<file path="src/rtl/dmem_port_arbiter_pkg.sv">
// Shared definitions for the data-memory port arbiter.
// State encoding is also consumed by the display and stall logic.
package dmem_port_arbiter_pkg;

  localparam int AW_DEF  = 10;
  localparam int DW_DEF  = 32;
  localparam int CNT_W   = 4;

  typedef enum logic [1:0] {
    ARB_IDLE  = 2'd0,
    ARB_STALL = 2'd1,
    ARB_STEAL = 2'd2,
    ARB_DATA  = 2'd3
  } arb_state_t;

endpackage

</file>
<file path="src/rtl/dmem_port_arbiter_starve_counter.sv">
// Saturating count of consecutive blocked debug cycles.
// hit flags the cycle whose edge brings the count to MAX.
module dmem_port_arbiter_starve_counter
  import dmem_port_arbiter_pkg::*;
#(
  parameter int MAX = 4
) (
  input  logic btnclk,
  input  logic rst,
  input  logic inc,
  input  logic clr,
  output logic hit
);

  logic [CNT_W-1:0] cnt;

  always_ff @(posedge btnclk or posedge rst) begin
    if (rst) begin
      cnt <= '0;
    end else if (clr) begin
      cnt <= '0;
    end else if (inc && cnt != '1) begin
      cnt <= cnt + 1'b1;
    end
  end

  assign hit = inc && (cnt >= CNT_W'(MAX - 1));

endmodule

</file>
<file path="src/rtl/dmem_port_arbiter.sv">
// Shares Data_Mem between the MEM stage and a debug read port.
// Pipeline has priority; a starved debug read freezes it for one access.
module dmem_port_arbiter
  import dmem_port_arbiter_pkg::*;
#(
  parameter int AW         = AW_DEF,
  parameter int DW         = DW_DEF,
  parameter int STARVE_MAX = 4
) (
  input  logic          btnclk,
  input  logic          rst,
  input  logic          pipe_wr,
  input  logic          pipe_rd,
  input  logic [AW-1:0] pipe_addr,
  input  logic [DW-1:0] pipe_wdata,
  output logic [DW-1:0] pipe_rdata,
  output logic          pipe_stall_req,
  input  logic          dbg_req,
  input  logic [AW-1:0] dbg_addr,
  output logic          dbg_gnt,
  output logic          dbg_valid,
  output logic [DW-1:0] dbg_rdata,
  output logic          mem_wea,
  output logic [AW-1:0] mem_addra,
  output logic [DW-1:0] mem_dina,
  input  logic [DW-1:0] mem_douta
);

  arb_state_t    state, state_nx;
  logic          pipe_act;
  logic          in_idle;
  logic          grant_idle;
  logic          blocked;
  logic          cnt_clr;
  logic          cnt_hit;
  logic [AW-1:0] dbg_addr_q;

  assign pipe_act   = pipe_wr | pipe_rd;
  assign in_idle    = (state == ARB_IDLE);
  assign grant_idle = in_idle && dbg_req && !pipe_act;
  assign blocked    = in_idle && dbg_req && pipe_act;
  assign cnt_clr    = (in_idle && !dbg_req) || grant_idle
                   || (state == ARB_STEAL);
  assign pipe_rdata = mem_douta;

  dmem_port_arbiter_starve_counter #(
    .MAX (STARVE_MAX)
  ) u_starve (
    .btnclk (btnclk),
    .rst    (rst),
    .inc    (blocked),
    .clr    (cnt_clr),
    .hit    (cnt_hit)
  );

  always_ff @(posedge btnclk or posedge rst) begin
    if (rst) state <= ARB_IDLE;
    else     state <= state_nx;
  end

  always_comb begin
    state_nx = state;
    unique case (state)
      ARB_IDLE: begin
        if (grant_idle)   state_nx = ARB_DATA;
        else if (cnt_hit) state_nx = ARB_STALL;
      end
      ARB_STALL: state_nx = ARB_STEAL;
      ARB_STEAL: state_nx = ARB_DATA;
      ARB_DATA:  state_nx = ARB_IDLE;
    endcase
  end

  // Pipeline access is masked in STALL; it is re-presented after release.
  always_comb begin
    dbg_gnt   = 1'b0;
    mem_addra = pipe_addr;
    mem_wea   = 1'b0;
    mem_dina  = pipe_wdata;
    if (!rst) begin
      unique case (1'b1)
        (state == ARB_STEAL): begin
          dbg_gnt   = 1'b1;
          mem_addra = dbg_addr_q;
        end
        grant_idle: begin
          dbg_gnt   = 1'b1;
          mem_addra = dbg_addr;
        end
        (state == ARB_STALL): ;
        default: mem_wea = pipe_wr;
      endcase
    end
  end

  always_ff @(posedge btnclk or posedge rst) begin
    if (rst) begin
      dbg_addr_q     <= '0;
      pipe_stall_req <= 1'b0;
      dbg_valid      <= 1'b0;
      dbg_rdata      <= '0;
    end else begin
      if (in_idle && dbg_req) dbg_addr_q <= dbg_addr;
      pipe_stall_req <= (state_nx == ARB_STALL)
                     || (state_nx == ARB_STEAL);
      dbg_valid      <= (state == ARB_DATA);
      if (state == ARB_DATA) dbg_rdata <= mem_douta;
    end
  end

endmodule

</file>
<file path="config.mk">
export PLATFORM = sky130hd
export DESIGN_NAME = dmem_port_arbiter
export DESIGN_NICKNAME = d
export VERILOG_FILES = /design/src/rtl/dmem_port_arbiter_pkg.sv /design/src/rtl/dmem_port_arbiter_starve_counter.sv /design/src/rtl/dmem_port_arbiter.sv
export SDC_FILE = /design/constraint.sdc
export NUM_CORES = 1
export LEC_CHECK = 0
export CAP_MARGIN = 15
export CORE_UTILIZATION = 30
export CTS_CLUSTER_SIZE = 25
export DETAILED_ROUTE_END_ITERATION = 10
export PLACE_DENSITY = 0.82
export SLEW_MARGIN = 20
export SYNTH_ARGS = -nofsm -noshare
export SYNTH_HDL_FRONTEND = slang
export SYNTH_HIERARCHICAL = 1
export SYNTH_SLANG_ARGS = --single-unit
</file>
<file path="constraint.sdc">
create_clock -name btnclk -period 2.1 [get_ports btnclk]
set_clock_uncertainty 0.05 [all_clocks]
set_input_delay 0.315 -clock btnclk [delete_from_list [all_inputs] [get_ports btnclk]]
set_output_delay 0.315 -clock btnclk [all_outputs]
set_load 0.01 [all_outputs]
</file>
==> results summary, run 1 <==
The run finished, with violations left. The checks that failed: negative setup slack. The transition time at the pin with the least slew margin is 0.637 ns. Once the floorplan was initialized, standard cells occupied 31.1% of the core. The synthesized netlist net count is 337. TritonCTS built the clock tree.

The tightest hold margin is 0.451 ns. For this run, the number of Yosys warnings is 6. The placed wire-length estimate after detailed placement is 5.00 mm. The mean number of vias per cell is 4.47. In the routed design, unresolved DRC markers number 0.

The overall power of the completed layout is roughly 5.2 mW. The repair_antennas step left the layout with diodes totalling 0. Power spread over the standard cell area amounts to 1240 nW/um^2. By area the synthesized netlist is led by dfrtp_1 (44%), buf_4 (17%), mux2_2 (16%).

The count of mapped cells out of synthesis is 242. The period utilization is 103%. Among all cell types in the netlist, the one instantiated most often is buf_4. IR analysis of the VDD net gives a maximum drop of 415 uV. The die area came out at roughly 10000 um^2. Subtracting the final worst setup slack from the clock period gives 2.16 ns. The clock insertion delay at the later pin of the skew report is around 0.3 ns. The number of failing hold endpoints at the final stage is 0. The wire length of the first global-routing pass is 10.2 mm. The horizontal die dimension came out at 99.9 um. The global router's overall resource usage is 13.0%. Measured along the y axis, the die boundary spans 99.9 um.

The logic depth of the worst path, buffers included is 7. Setup repair after global routing could not meet its margin everywhere. The routability congestion estimate from global placement is 0.769. The clock group share of total power is 13.4%.

In this run, synthesis produced a sequential element count of 50. The sequential fraction of the synthesis area is 43.6%. The area share of the leading cell type in the synthesized netlist is 43.6%.

The critical path buffer and inverter count came out at 3. The overall overflow remaining after global route is 0. Along the worst hold path, the cell count comes to 1.

The library cell with the largest summed area after synthesis is dfrtp_1. The number of different library cells in the post-synthesis netlist is 33. The clock slew at the register clock pins of the worst setup and hold paths came out at 0.10 ns. The leakage power summed over all cells is 1.74 nW. The critical path goes through inv_2 > ha_2 > nor2b_4 > buf_4 > a22o_1 > a211o_1 > buf_6. The combinational fraction of design power is around 54%.

The worst setup path is of the register to output pin kind. The normalized max-slew margin is 57.1%. The required time reported for the critical path endpoint is 1.74 ns. The routed layout has 2059 vias. In the final layout, the share of cells above drive strength 1 is 30.1%. The total area inside the core boundary comes to 9240 um^2. The sort of element at the start of the critical path is a register. The via count of the first global-routing pass is 2147. The number of buffers inserted during clock tree synthesis came out at 5.

The summed negative setup slack over all endpoints came out at -0.420 ns. Clock tree synthesis selected as its root buffer the cell clkbuf_8. Dividing the synthesized area by the synthesized cell count gives 11.9 um^2. The switching component of the power came out at 1.63 mW. The post-detailed-route count of antenna-violating nets came out at 0. The commonest cells after synthesis are buf_4 (64), dfrtp_1 (50), mux2_2 (41). The largest stage delay on the critical path came out at roughly 0.37 ns. The top-level I/O count came out at roughly 200.

The clock sink count is 50. The pin count of the biggest net entering global routing is 32. The number of H-tree levels is 2. The average detailed-routed wire length per instance came out at 14.2 um. The clock tree buffer depth came out at 2. The port buffer count is 134. Counting cells, the worst reg-to-reg path comes to 7.

Along the worst path, the maximum fanout reaches 7. Sequential cells burn between 30% and 40% of the power. The critical-path cell with the highest stage delay is dfrtp_1. The internal cell power came out at 3.55 mW. The fraction of power spent switching nets came out at 31.5%. The pre-CTS setup slack is -0.498 ns. The count of nets after finishing came out at 427. The number of rows in the core area is 35.

The worst min-delay path class is register to register. The async set-reset flop share out of synthesis is between 90% and 100%. The arrival time at the worst endpoint is between 1.5 and 2 ns. The first-pass detailed-route iteration total came out at 4. The number of pins exceeding their max-slew limit in the final report is 0.

The cell family contributing the most delay on the critical path is compound AO/OA/AOI/OAI gates. The synthesized area is between 2000 and 3000 um^2. Across the run, the number of max-cap violations was 0. In the post-route analysis, the smallest setup slack over all paths is -0.0639 ns. The routed wire length is 6.55 mm.

Setup violations remaining at the end of the flow were counted as 8. The area growth from synthesis to layout is 45.0%. The main flop type after synthesis is dfrtp_1.

The sort of element at the end of the critical path is an output pin. The synthesized design contains 0 enable-type register cells. The cts-stage hold buffer count came out at 0.

The initial DRC count is 23. The initial antenna violation count came out at 0. The maximum clock frequency came out at roughly 0.46 GHz.
-- cell usage in the layout (no fill, tap or decap), types with 5 or more instances in the layout --
cell             count
a211o_1             10
buf_4               18
clkdlybuf4s50_1    122
dfrtp_1             50
buf_6                5
buf_2               10
a22o_1              10
nor2_1               7
clkbuf_8             6
nor3b_1              6
mux2_2              41
-- routing by layer --
layer  up-vias  track usage [%]  routed length [um]
li1        956                -                   -
met1      1025             13.9                2470
met2        65             24.8                3570
met3        13             2.99                 383
met4         0             4.30                 127
met5         -                0                   0
-- power by group through the flow --
stage               sequential [mW]  clock (mW)  combinational, mW
floorplan                      1.83           0               1.34
global placement               1.67           0               2.68
detailed placement             1.70           0               2.74
CTS                            1.68       0.722               2.83
global route                   1.75       0.763               3.02
finish                         1.67       0.693               2.82
-- registers in the layout (all words and copies together) (netlist names) --
| name | count |
|---|---|
| pipe_stall_req | 1 |
| u_starve/cnt | 4 |
| dbg_addr_q | 10 |
| dbg_rdata | 32 |
| dbg_valid | 1 |
| state | 2 |
-- layout make-up --
class                      instances  area (um^2)
timing repair buffer             157         1500
sequential                        50         1250
clock inverter                     1         30.0
inverter                           7         26.3
fill                             860         5070
clock buffer                       6         82.6
tap                              129          161
multi-input combinational        111         1110
-- worst paths after layout --
path                       slack, ns           from              end
setup / recovery               -0.06       state[0]     mem_addra[4]
hold / removal                  0.45  dbg_rdata[19]    dbg_rdata[19]
setup reg to reg                0.26       state[1]  u_starve/cnt[0]
hold reg to reg                 0.45  dbg_rdata[19]    dbg_rdata[19]
max in group asynchronous       1.04            rst    dbg_rdata[20]
min in group asynchronous       0.52            rst  u_starve/cnt[0]
-- what timing repair did --
action | CTS | global route
endpoints found under the setup margin | 12 | 12
pin swaps | 9 | 3
gates resized for setup | 62 | 5
setup buffers | 6 | 2
-- per-stage QoR --
step | instance area [um^2] | cells | util [%]
after floorplan | 2870 | 242 | -
after global placement | 3970 | 446 | 43.0
after detailed placement | 3970 | 446 | 43.0
after CTS | 4140 | 459 | 44.8
after global routing | 4170 | 461 | 45.1
final | 4170 | 461 | 45.1
-- cells by family after synthesis --
family                     Yosys count  synth area share (%)
and+or+nand+nor                     30                  7.53
muxes                               45                  17.7
DFF                                 50                  43.6
xor gates and xnor gates             2                 0.610
buffers and inverters               81                  19.7
adders and majority gates            6                  2.61
AOI/OAI and AO/OA                   28                  8.27
No activity file was read; power rests on OpenSTA's default activity.
==> inputs of run 2 (changes only) <==
- TNS_END_PERCENT: not set -> 50
==> run 2 against run 1 <==
Net effect: the flow still finishes with violations (negative setup slack); critical endpoint unchanged; first-iteration DRC count shrank 22%; wire length is essentially flat; global-route usage is the same; highest routed layer unchanged; clock power is essentially flat; sequential power is essentially flat; flip-flop and latch count is the same; non-clock buffer count shrank 2; worst setup slack lost 0.0015 ns; combinational power is essentially flat; worst hold slack is essentially flat; core utilization shrank 0.16 points.
==> results summary, run 2 (synthesized netlist as in run 1, its figures left out) <==
The commonest non-fill, non-tap cell in the layout is clkdlybuf4s50_1. The first-pass detailed-route iteration total came out at 4. The wire length of the first global-routing pass came out at 10.2 mm.

The horizontal die dimension came out at 99.9 um. The routed wire length is about 6.5 mm. The sort of element at the start of the critical path is a register. Data on the critical path arrives at its endpoint at roughly 1.8 ns. Summed over all layers, the global routing overflow is 0. The initialized floorplan defines 35 standard-cell rows. The library cells used most frequently in the layout, excluding fill and tap cells, are clkdlybuf4s50_1 (122), dfrtp_1 (50), mux2_2 (41).

VDD sags by at most 418 uV. The cts-stage hold buffer count came out at 0. The die covers around 10000 um^2. The final antenna diode count is 0.

The number of failing hold endpoints at the final stage was 0. Setup repair after global routing could not meet its margin everywhere. The top-level I/O count is 199. The worst register-to-register path ends at u_starve/cnt[0]. The number of buffers inserted during clock tree synthesis came out at 5. For this run, the post-layout net count is approximately 430. The number of H-tree levels is 2.

The largest registers in the layout are dbg_rdata: 32 flops, dbg_addr_q: 10 flops, u_starve/cnt: 4 flops. The overall power of the completed layout is 5.17 mW. Counting along the longest clock path gives a buffer depth of 2.

The area growth from synthesis to layout is 44.5%. dbg_rdata holds more flip-flops than any other register. The CTS tree is built.

The logic depth of the worst register-to-register path is 7. The initial antenna violation count is 0. The setup slack on the worst flop-to-flop path is 0.26 ns. The later pin in the worst-skew pair is clocked with a latency of 0.30 ns. The remaining design rule violation count is 0. The number of pins exceeding their max-slew limit in the final report is 0. The ratio of cells with drive above 1 in the final layout is between 20% and 30%. The required time reported for the critical path endpoint is 1.74 ns. The placed wire-length estimate after detailed placement came out at 5.00 mm. The vertical die dimension is 99.9 um. The leakage power summed over all cells is 1.73 nW. In this run the worst setup path begins at state[0]. The effective utilization at floorplan is 31.1%. The transition time at the pin with the least slew margin came out at around 0.64 ns. The average detailed-routed wire length per instance came out at between 10 and 15 um. The worst setup slack after layout came out at -0.0654 ns.

The count of max-cap constraint violations came out at 0. The flip-flop count of the largest register after layout is 32. The detailed router finished its first iteration with 18 violations. The setup-violating endpoint count in the final report is 8. The sort of element at the end of the critical path is an output pin. The routed layout has 2046 vias. The normalized max-slew margin is 57.1%. Routability-driven placement finished with a final weighted congestion of 0.769. Derived from the worst setup path, the maximum achievable clock frequency is 0.462 GHz.

The worst hold path depth came out at 1. The period utilization is 103%. The worst hold path terminates at dbg_rdata[19]. Global routing used 13.0% of the available tracks across all layers. The post-detailed-route count of antenna-violating nets came out at 0. The mean number of vias per cell came out at 4.46. The worst register-to-register path begins at state[0]. The buffer cell driving the clock tree root is clkbuf_8. The port buffer count came out at approximately 130.

The core footprint came out at between 9000 and 10000 um^2. In this run the cell area measured after placement is 3970 um^2. The shortest period the worst path allows is 2.17 ns. The total non-filler cell area in the finished layout came out at 4150 um^2. After clock tree synthesis, the clock-pin slew on the worst setup and hold paths is approximately 0.1 ns. The critical path in this run is classified as register to output pin.

The worst hold path belongs to the class register to register. The final reports fail on negative setup slack. The via count of the first global-routing pass is around 2100. The maximum net fanout on the critical path is 7.

The startpoint identified for the worst hold timing path is dbg_rdata[19]. The pin count of the biggest net entering global routing came out at 32. The run finished, with violations left. The power density over the cells came out at 1250 nW/um^2. The clock sink count came out at 50.
-- run 2: timing repair --
action                     CTS  global route
setup buffers                6             0
resized for setup           62             5
setup endpoints to repair   12            12
pin swaps                    9             3
cloned                       0             0
-- run 2: critical path, cell delays in order (launching register included) --
cell and delay (ns):
dfrtp_1 0.37, inv_2 0.07, ha_2 0.19, nor2b_4 0.15, buf_4 0.15, a22o_1 0.17
a211o_1 0.28, buf_6 0.12
-- run 2: report_power, final --
| part | switching [mW] | total, mW | internal [mW] |
|---|---|---|---|
| logic | 1.08 | 2.80 | 1.72 |
| registers | 0.234 | 1.67 | 1.44 |
| clock network | 0.313 | 0.694 | 0.382 |
| total | 1.63 | 5.17 | 3.54 |
-- run 2: worst max path at each step --
stage	slack, ns	to	cells past startpoint
after floorplan	0.15	state[1]	9
after CTS	-0.08	mem_addra[8]	7
final	-0.07	mem_addra[4]	7
after global routing	-0.14	mem_addra[4]	7
after global placement	-0.38	mem_addra[9]	5
after detailed placement	-0.50	mem_addra[6]	5
-- run 2: final cells by class --
type,count,area [um^2]
fillers,862,5090
repair buffers,155,1490
flip-flops and latches,50,1250
multi-input cells,111,1110
well taps,129,161
clock buffers,6,82.6
clock inverters,1,30.0
inverters,7,26.3
-- run 2: through the flow --
| stage | setup TNS (ns) | instances | setup WS [ns] | hold WS [ns] | utilization (%) |
|---|---|---|---|---|---|
| floorplan | 0 | 242 | 0.146 | 0.0311 | - |
| global placement | -3.89 | 446 | -0.383 | 0.418 | 43.0 |
| detailed placement | -5.19 | 446 | -0.498 | 0.445 | 43.0 |
| CTS | -0.507 | 459 | -0.0794 | 0.466 | 44.8 |
| global route | -1.01 | 459 | -0.137 | 0.483 | 44.9 |
| finish | -0.417 | 459 | -0.0654 | 0.451 | 44.9 |
-- run 2: layer usage --
metal | up-vias | wire length, um | part of all wire, % | global-route usage (%)
met1 | 1016 | 2480 | 38 | 13.9
met5 | - | 0 | 0 | 0
met3 | 13 | 383 | 5.8 | 2.99
met2 | 65 | 3550 | 54 | 24.8
li1 | 952 | - | - | -
met4 | 0 | 127 | 1.9 | 4.30
==> inputs of run 3 (changes only) <==
- PLACE_DENSITY: 0.82 -> 0.84
- SYNTH_HIERARCHICAL: 1 -> not set
==> run 3 against run 2 <==
Net effect: largest power group unchanged; worst hold slack worse by 0.0014 ns; the run now ends clean; highest routed layer unchanged; non-clock buffer count is 1 lower; combinational power decreased by 6%; total power decreased by 3.7%; wire length down 4.9%.
==> results summary, run 3 <==
The run finished with clean final reports. The number of warnings issued by yosys came out at 0. The number of cells after detailed placement came out at 419. The clock slew at the register clock pins of the worst setup and hold paths is ~0.09 ns. The via count of the first global-routing pass came out at 2000. The worst-case IR drop observed on VDD is just under 500 uV. The switching component of the power came out at 1.60 mW.

The critical path buffer and inverter count came out at 3. The final cell count without fillers is 431. The flip-flop count of the largest register after layout came out at 32. The cell area that synthesis handed to floorplanning was roughly 2700 um^2. The largest stage delay on the critical path is 0.41 ns. In the layout the commonest cells are clkdlybuf4s50_1 (122), dfrtp_1 (50), mux2_2 (40). The tool flagged a number of max-cap violations equal to 0. The number of different library cells in the post-synthesis netlist came out at 27. The critical path goes through inv_2 > ha_4 > and4bb_4 > buf_6 > a22oi_1 > o21ai_2 > buf_2. After global routing the overflow that remains totals 0. The normalized max-slew margin is roughly three fifths. The number of failing hold endpoints at the final stage came out at 0. The logic depth of the worst path, buffers included came out at 7. After clock tree synthesis, the flow added hold-fix buffers numbering 0. The clock insertion delay at the later pin of the skew report is about 0.30 ns. The combinational fraction of design power came out at 52.6%. The largest registers in the layout are dbg_rdata: 32 flops, dbg_addr_q: 10 flops, u_starve.cnt: 4 flops. The area share of the leading cell type in the synthesized netlist is 46.7%. The kind of cell with the highest combined delay on the critical path is flip-flops. The pre-CTS setup slack came out at -0.485 ns. The synthesized netlist net count is 328. The die covers around 9300 um^2. The wire length of the first global-routing pass is roughly 9.4 mm. The min-delay analysis places its worst path in the category register to register.

Relative to the synthesized area, the layout overhead comes to 47.2%. The clock tree synthesis step divided the H-tree into 2 levels. The worst setup slack after layout is between 0.003 and 0.004 ns.

At the worst endpoint, the arrival time is about 1.7 ns. The initial DRC count is 22. Of the available clock period, the critical path in the final layout requires 99.8%. The routed design has 6.23 mm of wire. The effective utilization at floorplan came out at 30.9%. The transition time at the pin with the least slew margin is 0.628 ns.

Counting cells, the worst reg-to-reg path comes to 6. The ratio of cells with drive above 1 in the final layout came out at between 30% and 40%. The main flop type after synthesis is dfrtp_1.

The average detailed-routed wire length per instance came out at 14.4 um. The library cell with the largest summed area after synthesis is dfrtp_1. The number of pins exceeding their max-slew limit in the final report is 0. Setup repair after global routing could not meet its margin everywhere.

The placed wire-length estimate after detailed placement is 4.63 mm. The core region is 8680 um^2. The vertical die dimension is about 97 um.

The critical-path cell with the highest stage delay is dfrtp_1. The setup-violating endpoint count in the final report is 0. The first-pass detailed-route iteration total came out at 4. The number of antenna diodes in the final layout is 0. The clock passes through at most 2 buffers. The sequential fraction of the synthesis area is a little under half. The number of enable flip-flop cells after synthesis is 0. At the end of the flow, the number of nets in the layout was roughly 420. The initial antenna violation count was 0.

The worst hold path depth is 1. The shortest period the worst path allows is 2.10 ns. The number of rows in the core area came out at 34.

STA classifies the critical path endpoint as an output pin. The register bit total from synthesis is 50. The design draws between 4 and 5 mW. Buffers placed on the I/O ports in this run total 134. TritonCTS built the clock tree. The worst setup path is launched from a register. For this run, the total global-route usage over all layers was measured as 13.2%.

The setup path with the least slack is of type register to output pin. The required time reported for the critical path endpoint is 1.74 ns. The commonest non-fill, non-tap cell in the layout is clkdlybuf4s50_1. Along the worst path, the maximum fanout reaches 6. The register bank with the most flops is dbg_rdata. The power density over the cells came out at 1260 nW/um^2. The horizontal die dimension is 96.5 um. Across all hold checks on the routed design, the worst slack comes to 0.450 ns. By count the netlist is led by buf_4 (64), dfrtp_1 (50), mux2_2 (40). The detail route stage leaves a number of antenna-violating nets equal to 0. The buffer cell driving the clock tree root is clkbuf_8. The sequential share of power came out at between 30% and 40%. The average size of a mapped cell is 11.5 um^2. The maximum clock frequency is 0.477 GHz. The congestion estimate from routability-driven global placement came to 0.697. The leakage power summed over all cells is 1.64 nW. The clock sink count came out at 50. The fraction of power spent switching nets is 32.2%. The internal portion of the total power is 3.38 mW. The top-level I/O count came out at 199. The async set-reset flop share out of synthesis is 100%.

The mean number of vias per cell is ~4.5. Among all cell types in the netlist, the one instantiated most often is buf_4. In the post-synthesis netlist, the biggest area contributors are dfrtp_1 (47%), buf_4 (18%), mux2_2 (17%). Counting every instance in the synthesized netlist gives 233. In the routed design, unresolved DRC markers number 0. The number of buffers inserted during clock tree synthesis came out at 5. The share of total power dissipated in the clock network is 13.9%. In the final layout, flip-flops and latches occupy around 1300 um^2. The pin count of the biggest net entering global routing came out at 51. The layout has between 800 and 900 filler cells. The total via count after detailed routing is 1940. The area of the multi-input gates came out at 962 um^2.
## run 3: changes by cell type after synthesis, moves of 9 or more
cell / previous run / this run
a22oi_1: 0 / 10
nor3b_1: 10 / 1
a22o_1: 10 / 0
nand2_1: 1 / 13
a211o_1: 10 / 0
o21ai_0: 3 / 12
## run 3: metal layers
layer  global-route usage (%)  vias up  part of all wire [%]
li1                         -      909                     -
met1                     13.9      932                    38
met2                     25.1       88                    54
met3                     2.97       11                   7.7
met4                     5.02        0                  0.96
met5                        0        -                     0
## run 3: logic make-up after synthesis
family,Yosys count,synth area share (%)
AO/OA/AOI/OAI,29,7.09
buffers and inverters,78,20.1
AND/OR/NAND/NOR,23,3.97
XOR/XNOR,3,0.980
flip-flops,50,46.7
adder cells (fa/ha/maj),6,2.80
multiplexers,44,18.4
## run 3: final timing paths
check	end	slack (ns)	startpoint
max in group asynchronous	dbg_rdata[26]	0.93	rst
max reg2reg	dbg_addr_q[6]	0.33	state[0]
min reg2reg	dbg_rdata[29]	0.45	dbg_rdata[29]
min in group asynchronous	dbg_addr_q[5]	0.63	rst
min	dbg_rdata[29]	0.45	dbg_rdata[29]
max	mem_addra[9]	0.004	state[0]
## run 3: layout make-up
cell class | instances | share of cell area, %
repair buffers | 154 | 37.0
flip-flops and latches | 50 | 31.7
multi-input cells | 105 | 24.4
well taps | 108 | 3.42
clock buffers | 5 | 1.74
clock inverters | 3 | 1.11
inverters | 6 | 0.666
## run 3: power groups by stage
stage                     clock, mW  sequential, mW  combinational [mW]
final                         0.691            1.67                2.62
after floorplan                   0            1.83                1.16
after global routing          0.763            1.73                2.84
after detailed placement          0            1.69                2.55
after CTS                     0.727            1.68                2.56
after global placement            0            1.66                2.49
## run 3: stage by stage
step | utilization, % | instance area [um^2] | TNS (ns)
after floorplan | - | 2690 | 0
after global placement | 43.5 | 3780 | -4.76
after detailed placement | 43.5 | 3780 | -4.84
after CTS | 44.8 | 3890 | -0.278
after global routing | 45.5 | 3950 | -0.468
final | 45.5 | 3950 | 0
## run 3: repair_timing
action	in CTS	in global routing
resized for setup	69	14
setup endpoints to repair	12	12
pin swaps	7	6
buffers inserted	1	2
cloned	0	1
